### config.mk
export PLATFORM = sky130hd
export DESIGN_NAME = bc_control_unit
export DESIGN_NICKNAME = d
export VERILOG_FILES = /design/src/rtl/bc_pkg.sv /design/src/rtl/bc_seq_counter.sv /design/src/rtl/bc_control_unit.sv
export SDC_FILE = /design/constraint.sdc
export NUM_CORES = 1
export LEC_CHECK = 0
export CAP_MARGIN = 15
export CORE_MARGIN = 8
export CORE_UTILIZATION = 40
export DETAILED_ROUTE_END_ITERATION = 7
export PLACE_DENSITY = 0.9
export SLEW_MARGIN = 25
export SYNTH_ARGS = -nofsm -noshare
export SYNTH_HDL_FRONTEND = slang
export SYNTH_SLANG_ARGS = --single-unit
### constraint.sdc
create_clock -name CLK -period 3.9 [get_ports CLK]
set_clock_uncertainty 0.1 [all_clocks]
set_input_delay 0.585 -clock CLK [delete_from_list [all_inputs] [get_ports CLK]]
set_output_delay 0.585 -clock CLK [all_outputs]
set_load 0.02 [all_outputs]
### src/rtl/bc_pkg.sv
// Shared encodings for the basic-computer hardwired control unit:
// opcodes, bus sources, ALU operations and register-reference bit positions.
package bc_pkg;

  typedef enum logic [2:0] {
    OP_AND = 3'd0,
    OP_ADD = 3'd1,
    OP_LDA = 3'd2,
    OP_STA = 3'd3,
    OP_BUN = 3'd4,
    OP_BSA = 3'd5,
    OP_ISZ = 3'd6,
    OP_RIO = 3'd7
  } opcode_e;

  typedef enum logic [2:0] {
    BUS_NONE = 3'd0,
    BUS_AR   = 3'd1,
    BUS_PC   = 3'd2,
    BUS_DR   = 3'd3,
    BUS_AC   = 3'd4,
    BUS_IR   = 3'd5,
    BUS_MEM  = 3'd7
  } bus_sel_e;

  typedef enum logic [2:0] {
    ALU_NOP  = 3'd0,
    ALU_AND  = 3'd1,
    ALU_ADD  = 3'd2,
    ALU_PASS = 3'd3,
    ALU_CMA  = 3'd4
  } alu_op_e;

  localparam int IR_I_BIT = 15;
  localparam int RR_CLA   = 11;
  localparam int RR_CMA   = 9;
  localparam int RR_INC   = 5;
  localparam int RR_SPA   = 4;
  localparam int RR_SNA   = 3;
  localparam int RR_SZA   = 2;
  localparam int RR_HLT   = 0;

endpackage

### src/rtl/bc_seq_counter.sv
// Sequence counter SC with clear-over-increment and one-hot T0..T6 decode.
// Values above 6 decode to an all-zero one-hot vector.
module bc_seq_counter #(
  parameter int SC_W = 3
) (
  input  logic            CLK,
  input  logic            CLR,
  input  logic            inc_i,
  input  logic            clr_i,
  output logic [SC_W-1:0] sc_o,
  output logic [6:0]      t_o
);

  logic [SC_W-1:0] sc_q, sc_d;

  always_comb begin
    sc_d = sc_q;
    if (clr_i) begin
      sc_d = '0;
    end else if (inc_i) begin
      sc_d = sc_q + SC_W'(1);
    end
  end

  always_ff @(posedge CLK or posedge CLR) begin
    if (CLR) begin
      sc_q <= '0;
    end else begin
      sc_q <= sc_d;
    end
  end

  assign sc_o = sc_q;

  for (genvar k = 0; k < 7; k++) begin : g_tdec
    assign t_o[k] = (sc_q == SC_W'(k));
  end

endmodule

### src/rtl/bc_control_unit.sv
// Hardwired fetch/decode/execute sequencer for the 16-bit basic computer.
// Strobes are combinational from SC, I, IR and flags, forced low while RUN=0.
module bc_control_unit
  import bc_pkg::*;
#(
  parameter int WORD_W = 16,
  parameter int SC_W   = 3
) (
  input  logic              CLK,
  input  logic              CLR,
  input  logic              START,
  input  logic [WORD_W-1:0] IR,
  input  logic              DR_ZERO,
  input  logic              AC_ZERO,
  input  logic              AC_SIGN,
  output logic              AR_LD,
  output logic              AR_INC,
  output logic              PC_LD,
  output logic              PC_INC,
  output logic              DR_LD,
  output logic              DR_INC,
  output logic              AC_LD,
  output logic              AC_CLR,
  output logic              AC_INC,
  output logic              IR_LD,
  output logic              MEM_RD,
  output logic              MEM_WR,
  output logic [2:0]        BUS_SEL,
  output logic [2:0]        ALU_OP,
  output logic              RUN,
  output logic [SC_W-1:0]   T_STATE
);

  logic       run_q, run_d;
  logic       i_q, i_d;
  logic [6:0] t;
  logic       end_cyc;
  logic       halt;
  opcode_e    d;
  logic       unused_ir;

  assign d         = opcode_e'(IR[14:12]);
  assign unused_ir = ^{IR[10], IR[8:6], IR[1]};

  bc_seq_counter #(.SC_W(SC_W)) u_sc (
    .CLK   (CLK),
    .CLR   (CLR),
    .inc_i (run_q & ~end_cyc),
    .clr_i (~run_q | end_cyc),
    .sc_o  (T_STATE),
    .t_o   (t)
  );

  always_comb begin
    AR_LD   = 1'b0;
    AR_INC  = 1'b0;
    PC_LD   = 1'b0;
    PC_INC  = 1'b0;
    DR_LD   = 1'b0;
    DR_INC  = 1'b0;
    AC_LD   = 1'b0;
    AC_CLR  = 1'b0;
    AC_INC  = 1'b0;
    IR_LD   = 1'b0;
    MEM_RD  = 1'b0;
    MEM_WR  = 1'b0;
    BUS_SEL = BUS_NONE;
    ALU_OP  = ALU_NOP;
    end_cyc = 1'b0;
    halt    = 1'b0;
    if (run_q) begin
      if (t[0]) begin
        BUS_SEL = BUS_PC;
        AR_LD   = 1'b1;
      end else if (t[1]) begin
        MEM_RD  = 1'b1;
        BUS_SEL = BUS_MEM;
        IR_LD   = 1'b1;
        PC_INC  = 1'b1;
      end else if (t[2]) begin
        BUS_SEL = BUS_IR;
        AR_LD   = 1'b1;
      end else if (t[3]) begin
        if (d == OP_RIO) begin
          end_cyc = 1'b1;
          if (!i_q) begin
            // AC strobes may coincide; the AC register resolves CLR > LD > INC
            AC_CLR = IR[RR_CLA];
            AC_INC = IR[RR_INC];
            if (IR[RR_CMA]) begin
              AC_LD  = 1'b1;
              ALU_OP = ALU_CMA;
            end
            PC_INC = (IR[RR_SPA] & ~AC_SIGN) | (IR[RR_SNA] & AC_SIGN) |
                     (IR[RR_SZA] & AC_ZERO);
            halt   = IR[RR_HLT];
          end
        end else if (i_q) begin
          MEM_RD  = 1'b1;
          BUS_SEL = BUS_MEM;
          AR_LD   = 1'b1;
        end
      end else if (t[4]) begin
        case (d)
          OP_AND, OP_ADD, OP_LDA, OP_ISZ: begin
            MEM_RD  = 1'b1;
            BUS_SEL = BUS_MEM;
            DR_LD   = 1'b1;
          end
          OP_STA: begin
            BUS_SEL = BUS_AC;
            MEM_WR  = 1'b1;
            end_cyc = 1'b1;
          end
          OP_BUN: begin
            BUS_SEL = BUS_AR;
            PC_LD   = 1'b1;
            end_cyc = 1'b1;
          end
          OP_BSA: begin
            BUS_SEL = BUS_PC;
            MEM_WR  = 1'b1;
            AR_INC  = 1'b1;
          end
          default: end_cyc = 1'b1;
        endcase
      end else if (t[5]) begin
        case (d)
          OP_AND: begin
            AC_LD   = 1'b1;
            ALU_OP  = ALU_AND;
            end_cyc = 1'b1;
          end
          OP_ADD: begin
            AC_LD   = 1'b1;
            ALU_OP  = ALU_ADD;
            end_cyc = 1'b1;
          end
          OP_LDA: begin
            AC_LD   = 1'b1;
            ALU_OP  = ALU_PASS;
            end_cyc = 1'b1;
          end
          OP_BSA: begin
            BUS_SEL = BUS_AR;
            PC_LD   = 1'b1;
            end_cyc = 1'b1;
          end
          OP_ISZ:  DR_INC  = 1'b1;
          default: end_cyc = 1'b1;
        endcase
      end else if (t[6]) begin
        end_cyc = 1'b1;
        if (d == OP_ISZ) begin
          // DR_ZERO already reflects the increment done in T5
          BUS_SEL = BUS_DR;
          MEM_WR  = 1'b1;
          PC_INC  = DR_ZERO;
        end
      end else begin
        end_cyc = 1'b1;
      end
    end
  end

  always_comb begin
    run_d = run_q ? ~halt : START;
    i_d   = (run_q & t[2]) ? IR[IR_I_BIT] : i_q;
  end

  always_ff @(posedge CLK or posedge CLR) begin
    if (CLR) begin
      run_q <= 1'b0;
      i_q   <= 1'b0;
    end else begin
      run_q <= run_d;
      i_q   <= i_d;
    end
  end

  assign RUN = run_q;

endmodule

* Word level (Yosys, flattened, before mapping)
Cells that the tools add are included.
** Operators by class
- Muxes and demuxes :: 134
- Shifts and indexed selects :: 0
- Multiply operators :: 0
- Add/sub/neg operators :: 1
- Bitwise logic cells :: 12
- Reductions and logical operators :: 7
- Divide/modulo/power cells :: 0
- Eq/ne operators :: 13
- Magnitude comparators :: 0
** Operator list (number)
- two-way mux 1 bit :: 109
- two-way mux 3 bit :: 19
- equality test 3 bit (second input constant) :: 7
- equality test 3 x 2 -> 1 bit (second input constant) :: 4
- case mux 3 bit (4 select lines) :: 1
- two-way mux 2 bit :: 4
- equality test 3 x 1 -> 1 bit (second input constant) :: 2
- zero test 3 bit :: 2
- case mux 2 bit (3 select lines) :: 1
- bitwise AND 1 bit :: 5
- OR reduction 5 bit :: 1
- NOT 1 bit :: 4
- OR reduction 4 bit :: 1
- adder 3 x 1 -> 3 bit (second input constant) :: 1
- bitwise OR 1 bit :: 3
- OR reduction 3 bit :: 1
- nonzero test 2 bit :: 1
- OR reduction 2 bit :: 1
** Word-level totals
- Memory bits (read-only) :: 0
- Input bits :: 22
- Memory bits (writable) :: 0
- Memories kept :: 0
- Output and inout bits :: 22
- Latch bits :: 0
- Register bits :: 5

* Logic depth before layout (Yosys ltp)
- Depth after elaboration :: 13
- Depth in mapped cells :: 7

* Hierarchy
A second synthesis with hierarchy kept.
** Unflattened totals
- Cell total of the unflattened synthesis :: 115
- Area, all modules :: 825.8 µm²
** Modules (own cells, without submodules)
- bc_control_unit :: sequential area each 50.0 µm², instances 1, cells each 91, area each 590.6 µm²
- bc_seq_counter :: sequential area each 75.1 µm², instances 1, cells each 24, area each 235.2 µm²

* Least setup slack after synthesis
OpenSTA, ideal clock, no wires.
- Kind :: register -> output
- Start point :: register u_sc.sc_q[0], in the netlist u_sc.sc_o[0]
- End point :: output MEM_WR
- Cell stages (with the launch flop) :: 7
- Path slack :: 1348 ps
- Path buffers :: 1
- Arrival :: 1867 ps
- Cells stage by stage :: dfrtp_1 inv_1 ha_1 buf_2 o31ai_4 nand2_1 nor3_1
** On the way
- Longest elaborated chain between the ends :: 9
- Elaborated cells on any way between the ends :: 15
- Classes of those cells :: eq/ne: 6; mux: 8; reduce/logical: 1
** RTL lines
- from (decl) :: RTL line bc_seq_counter.sv:14 : logic [SC_W-1:0] sc_q, sc_d;
- from (signal assigned) :: RTL line bc_seq_counter.sv:27 : sc_q <= '0;
- from (signal assigned) :: RTL line bc_seq_counter.sv:29 : sc_q <= sc_d;
- equality test 3 bit :: RTL line bc_seq_counter.sv:36 : assign t_o[k] = (sc_q == SC_W'(k));
- two-way mux 1 bit :: RTL line bc_control_unit.sv:152 : end else if (t[6]) begin
- two-way mux 1 bit :: RTL line bc_control_unit.sv:127 : end else if (t[5]) begin
- two-way mux 1 bit :: RTL line bc_control_unit.sv:103 : end else if (t[4]) begin
- two-way mux 1 bit :: RTL line bc_control_unit.sv:83 : end else if (t[3]) begin
- two-way mux 1 bit :: RTL line bc_control_unit.sv:80 : end else if (t[2]) begin
- two-way mux 1 bit :: RTL line bc_control_unit.sv:75 : end else if (t[1]) begin
- two-way mux 1 bit (*) :: RTL line bc_control_unit.sv:72 : if (t[0]) begin
- two-way mux 1 bit (*) :: RTL line bc_control_unit.sv:71 : if (run_q) begin
- to (decl) :: RTL line bc_control_unit.sv:27 : output logic MEM_WR,
Mark *: on every way between the ends. The rest lies on a longest branch, timed or not.

* Worst setup path in the final report
- Start point :: input IR[12]
- End point :: output BUS_SEL[1]
** On the way
- Longest elaborated chain between the ends :: 10
- Elaborated cells on any way between the ends :: 20
- Classes of those cells :: eq/ne: 7; mux: 11; reduce/logical: 2
** RTL lines
- from (decl) :: RTL line bc_control_unit.sv:12 : input logic [WORD_W-1:0] IR,
- branches (longest 5 deep; another with OR reduction 4 bit)
- two-way mux 3 bit (*) :: RTL line bc_control_unit.sv:83
- two-way mux 3 bit (*) :: RTL line bc_control_unit.sv:80
- two-way mux 3 bit (*) :: RTL line bc_control_unit.sv:75
- two-way mux 3 bit (*) :: RTL line bc_control_unit.sv:72
- two-way mux 3 bit (*) :: RTL line bc_control_unit.sv:71
- to (decl) :: RTL line bc_control_unit.sv:28 : output logic [2:0] BUS_SEL,
Every way passes the cells marked *.

==> results.md <==
- Worst Path Required: 3210 ps
- Final HPWL DP: 2060 µm
- Vias in the first global route: 893
- Setup crit end kind: output port
- CP max FO: 7
- Initial antenna violation count: 0
- Mean post-synth cell area: 7.19 µm²
- Total GRT Usage: 14.7%
- Post-cts resize count: 0
- Total negative setup slack: 0 ps
- Die Ht: 60.5 µm
- Yosys warns: 0
- R2r setup slk: 1900 ps
- Final period util: 90.8%
- RSZ-0062 raised after global routing: false
- Post-synthesis cell type count: 38
- Syn nets: 141
- FP Rows: 16
- Share of post-route cells with drive strength above 1: 6.76%
- Min-delay worst type: primary input to async pin
- Number of synthesized register bits: 5
- Root buffer cell: clkbuf_4
- Crit path DAT: 2860 ps
- Total Wirelength: ~2600 µm
- GR Overflow Total: 0
- Final-stage net count: 180
- Met1 WL: 1050 µm
- Worst-Margin Slew: approximately 460 ps
- Hold_buf cts: 0
- Vias: around 940
- Routed length on met2: 1250 µm
- First-pass GRT wire length: 4220 µm
- Postcts setup bufs: 0
- Detailed-route DRC error count: 0
- Critical path startpoint category: primary input
- Area Growth Syn to Fin: 53.3%
- Clk Latency, worst-skew pair: 240 ps
- Worst setup path category: primary input to output port
- Die area: 3660 µm²
- Vias/cell: about 5.4
- Leading cell types in the layout, fill and taps excluded: 38 x clkdlybuf4s50_1, 16 x nor2_1, 10 x inv_1, 9 x nand2_1, 9 x ha_1
- ANT nets after route: 0
- Die width: around 60 µm
- Initial cell density of the core: about two fifths
- RD Place Congestion: about 0.90
- Finished Layout Cells: 175
- Largest net degree at the start of global routing: 16
- Clk buf depth: 2
- PwrDens: 592 nW/µm²
- Setup violations, final: 0
- Final Util: 63.1%
- Register area share after synthesis: 15.8%
- Cell Area, Synth: about 800 µm²
- Max-slew violations: 0
- FMAX: roughly 280 MHz
- CTS Sinks: 5
- Leakage: between 0.0005 and 0.0006 µW
- Worst Hold Slack: about 430 ps
- Reg clk slew, reported paths: 50 ps
- Slew margin rel.: 69.5%
- CTS tree: yes
- Total core area: about 1900 µm²
- Max VDD drop: 0.000380 V
- TritonCTS buffer count: 3
- Routed length per instance: approximately 15 µm
- Max Used Layer: met4
- CTS H-tree lvls: 1
- I/O Pins: 44
- Routed length on met3: approximately 260 µm
- # diodes: 0
- Commonest non-fill, non-tap cell in the layout: clkdlybuf4s50_1
- Pre-Repair DR Iteration Count: 4
- Maxcap violations: 0
- Number of port buffers: 38
- Status: complete, no violations
- Inst Count DP: approximately 170
- Min cycle time layout: 3540 ps
- Drt initial violations: 33
- Syn Inst Count: 110
- Final Hold Fails: 0
-- state kept, by name, indices dropped and copies added (netlist names) --
| signal | count |
|---|---|
| RUN | 1 |
| u_sc.sc_o | 3 |
| i_q | 1 |
-- cells by family (layout without fill, tap and decap cells) --
family / count (synthesis) / after routing / share of synthesized area (%)
AO/OA/AOI/OAI: 30 / 30 / 27.2
flip-flops: 5 / 5 / 15.8
adder cells (fa/ha/maj): 9 / 9 / 14.2
AND/OR/NAND/NOR: 49 / 49 / 32.4
multiplexers: 2 / 2 / 2.69
buffers and inverters: 15 / 53 / 7.59
-- routing by layer --
metal,up-vias,global-route usage (%)
li1,471,-
met1,429,17.7
met2,42,24.2
met3,2,5.08
met4,0,3.99
met5,-,0
-- area by class of cell --
cell class | instances | area [µm²]
multi-input combinational | 90 | 606
tap | 27 | 33.8
clock buffer | 4 | 26.3
sequential | 5 | 125
fill | 177 | 709
inverter | 11 | 41.3
timing repair buffer | 38 | 380
-- critical path, stage by stage --
cell             delay (ps)
clkdlybuf4s50_1         580
inv_1                    90
ha_1                    290
and4b_1                 250
o21ai_1                 190
nor2_1                   70
o31a_1                  250
clkdlybuf4s50_1         550
-- synthesized netlist by cell type, drive strengths merged --
cell type | n | area share, %
and3 | 7 | 5.5
a221o | 1 | 1.3
nand4b | 1 | 1.1
buf | 3 | 1.9
a41oi | 1 | 1.1
ha | 9 | 14
o21ai | 8 | 5.5
clkbuf | 1 | 0.47
a211oi | 4 | 3.8
nand2b | 1 | 0.79
and4b | 1 | 1.3
mux2i | 1 | 1.3
and2 | 3 | 2.4
dfrtp | 5 | 16
o22ai | 1 | 0.79
nand2 | 9 | 4.3
a211o | 1 | 1.1
nor3 | 2 | 1.3
a311o | 1 | 1.3
nand3 | 3 | 2.5
a41o | 1 | 1.3
inv | 11 | 5.2
and2b | 1 | 1.3
nor2 | 16 | 7.6
a21oi | 8 | 5.1
o31ai | 1 | 2.7
and4 | 1 | 1.1
a221oi | 1 | 1.1
o2bb2ai | 1 | 1.1
o31a | 1 | 1.1
nor3b | 1 | 0.95
or2 | 1 | 0.79
mux2 | 1 | 1.4
nor2b | 2 | 1.6
-- power by group --
| part | switching [µW] | internal [µW] |
|---|---|---|
| Clock | 22.5 | 38.8 |
| Combinational | 308 | 252 |
| Sequential | 25.5 | 71.0 |
-- per-stage QoR --
stage	setup WS [ps]	total power, µW	instance area [µm²]
2_1_floorplan	1350	444	791
3_3_place_gp	469	638	1190
3_5_place_dp	397	655	1190
4_1_cts	387	722	1210
5_1_grt	242	779	1210
6_report	358	717	1210
-- worst paths after layout --
kind	cells after the start	to	startpoint
max	8	BUS_SEL[1]	IR[12]
min	2	u_sc.sc_o[0]$_DFF_PP0_	CLR
max reg2reg	6	u_sc.sc_o[0]$_DFF_PP0_	u_sc.sc_o[0]$_DFF_PP0_
min reg2reg	1	u_sc.sc_o[0]$_DFF_PP0_	u_sc.sc_o[0]$_DFF_PP0_
max in group asynchronous	2	u_sc.sc_o[1]$_DFF_PP0_	CLR
min in group CLK	1	u_sc.sc_o[0]$_DFF_PP0_	u_sc.sc_o[0]$_DFF_PP0_
Power figures use the tool's default switching activity.
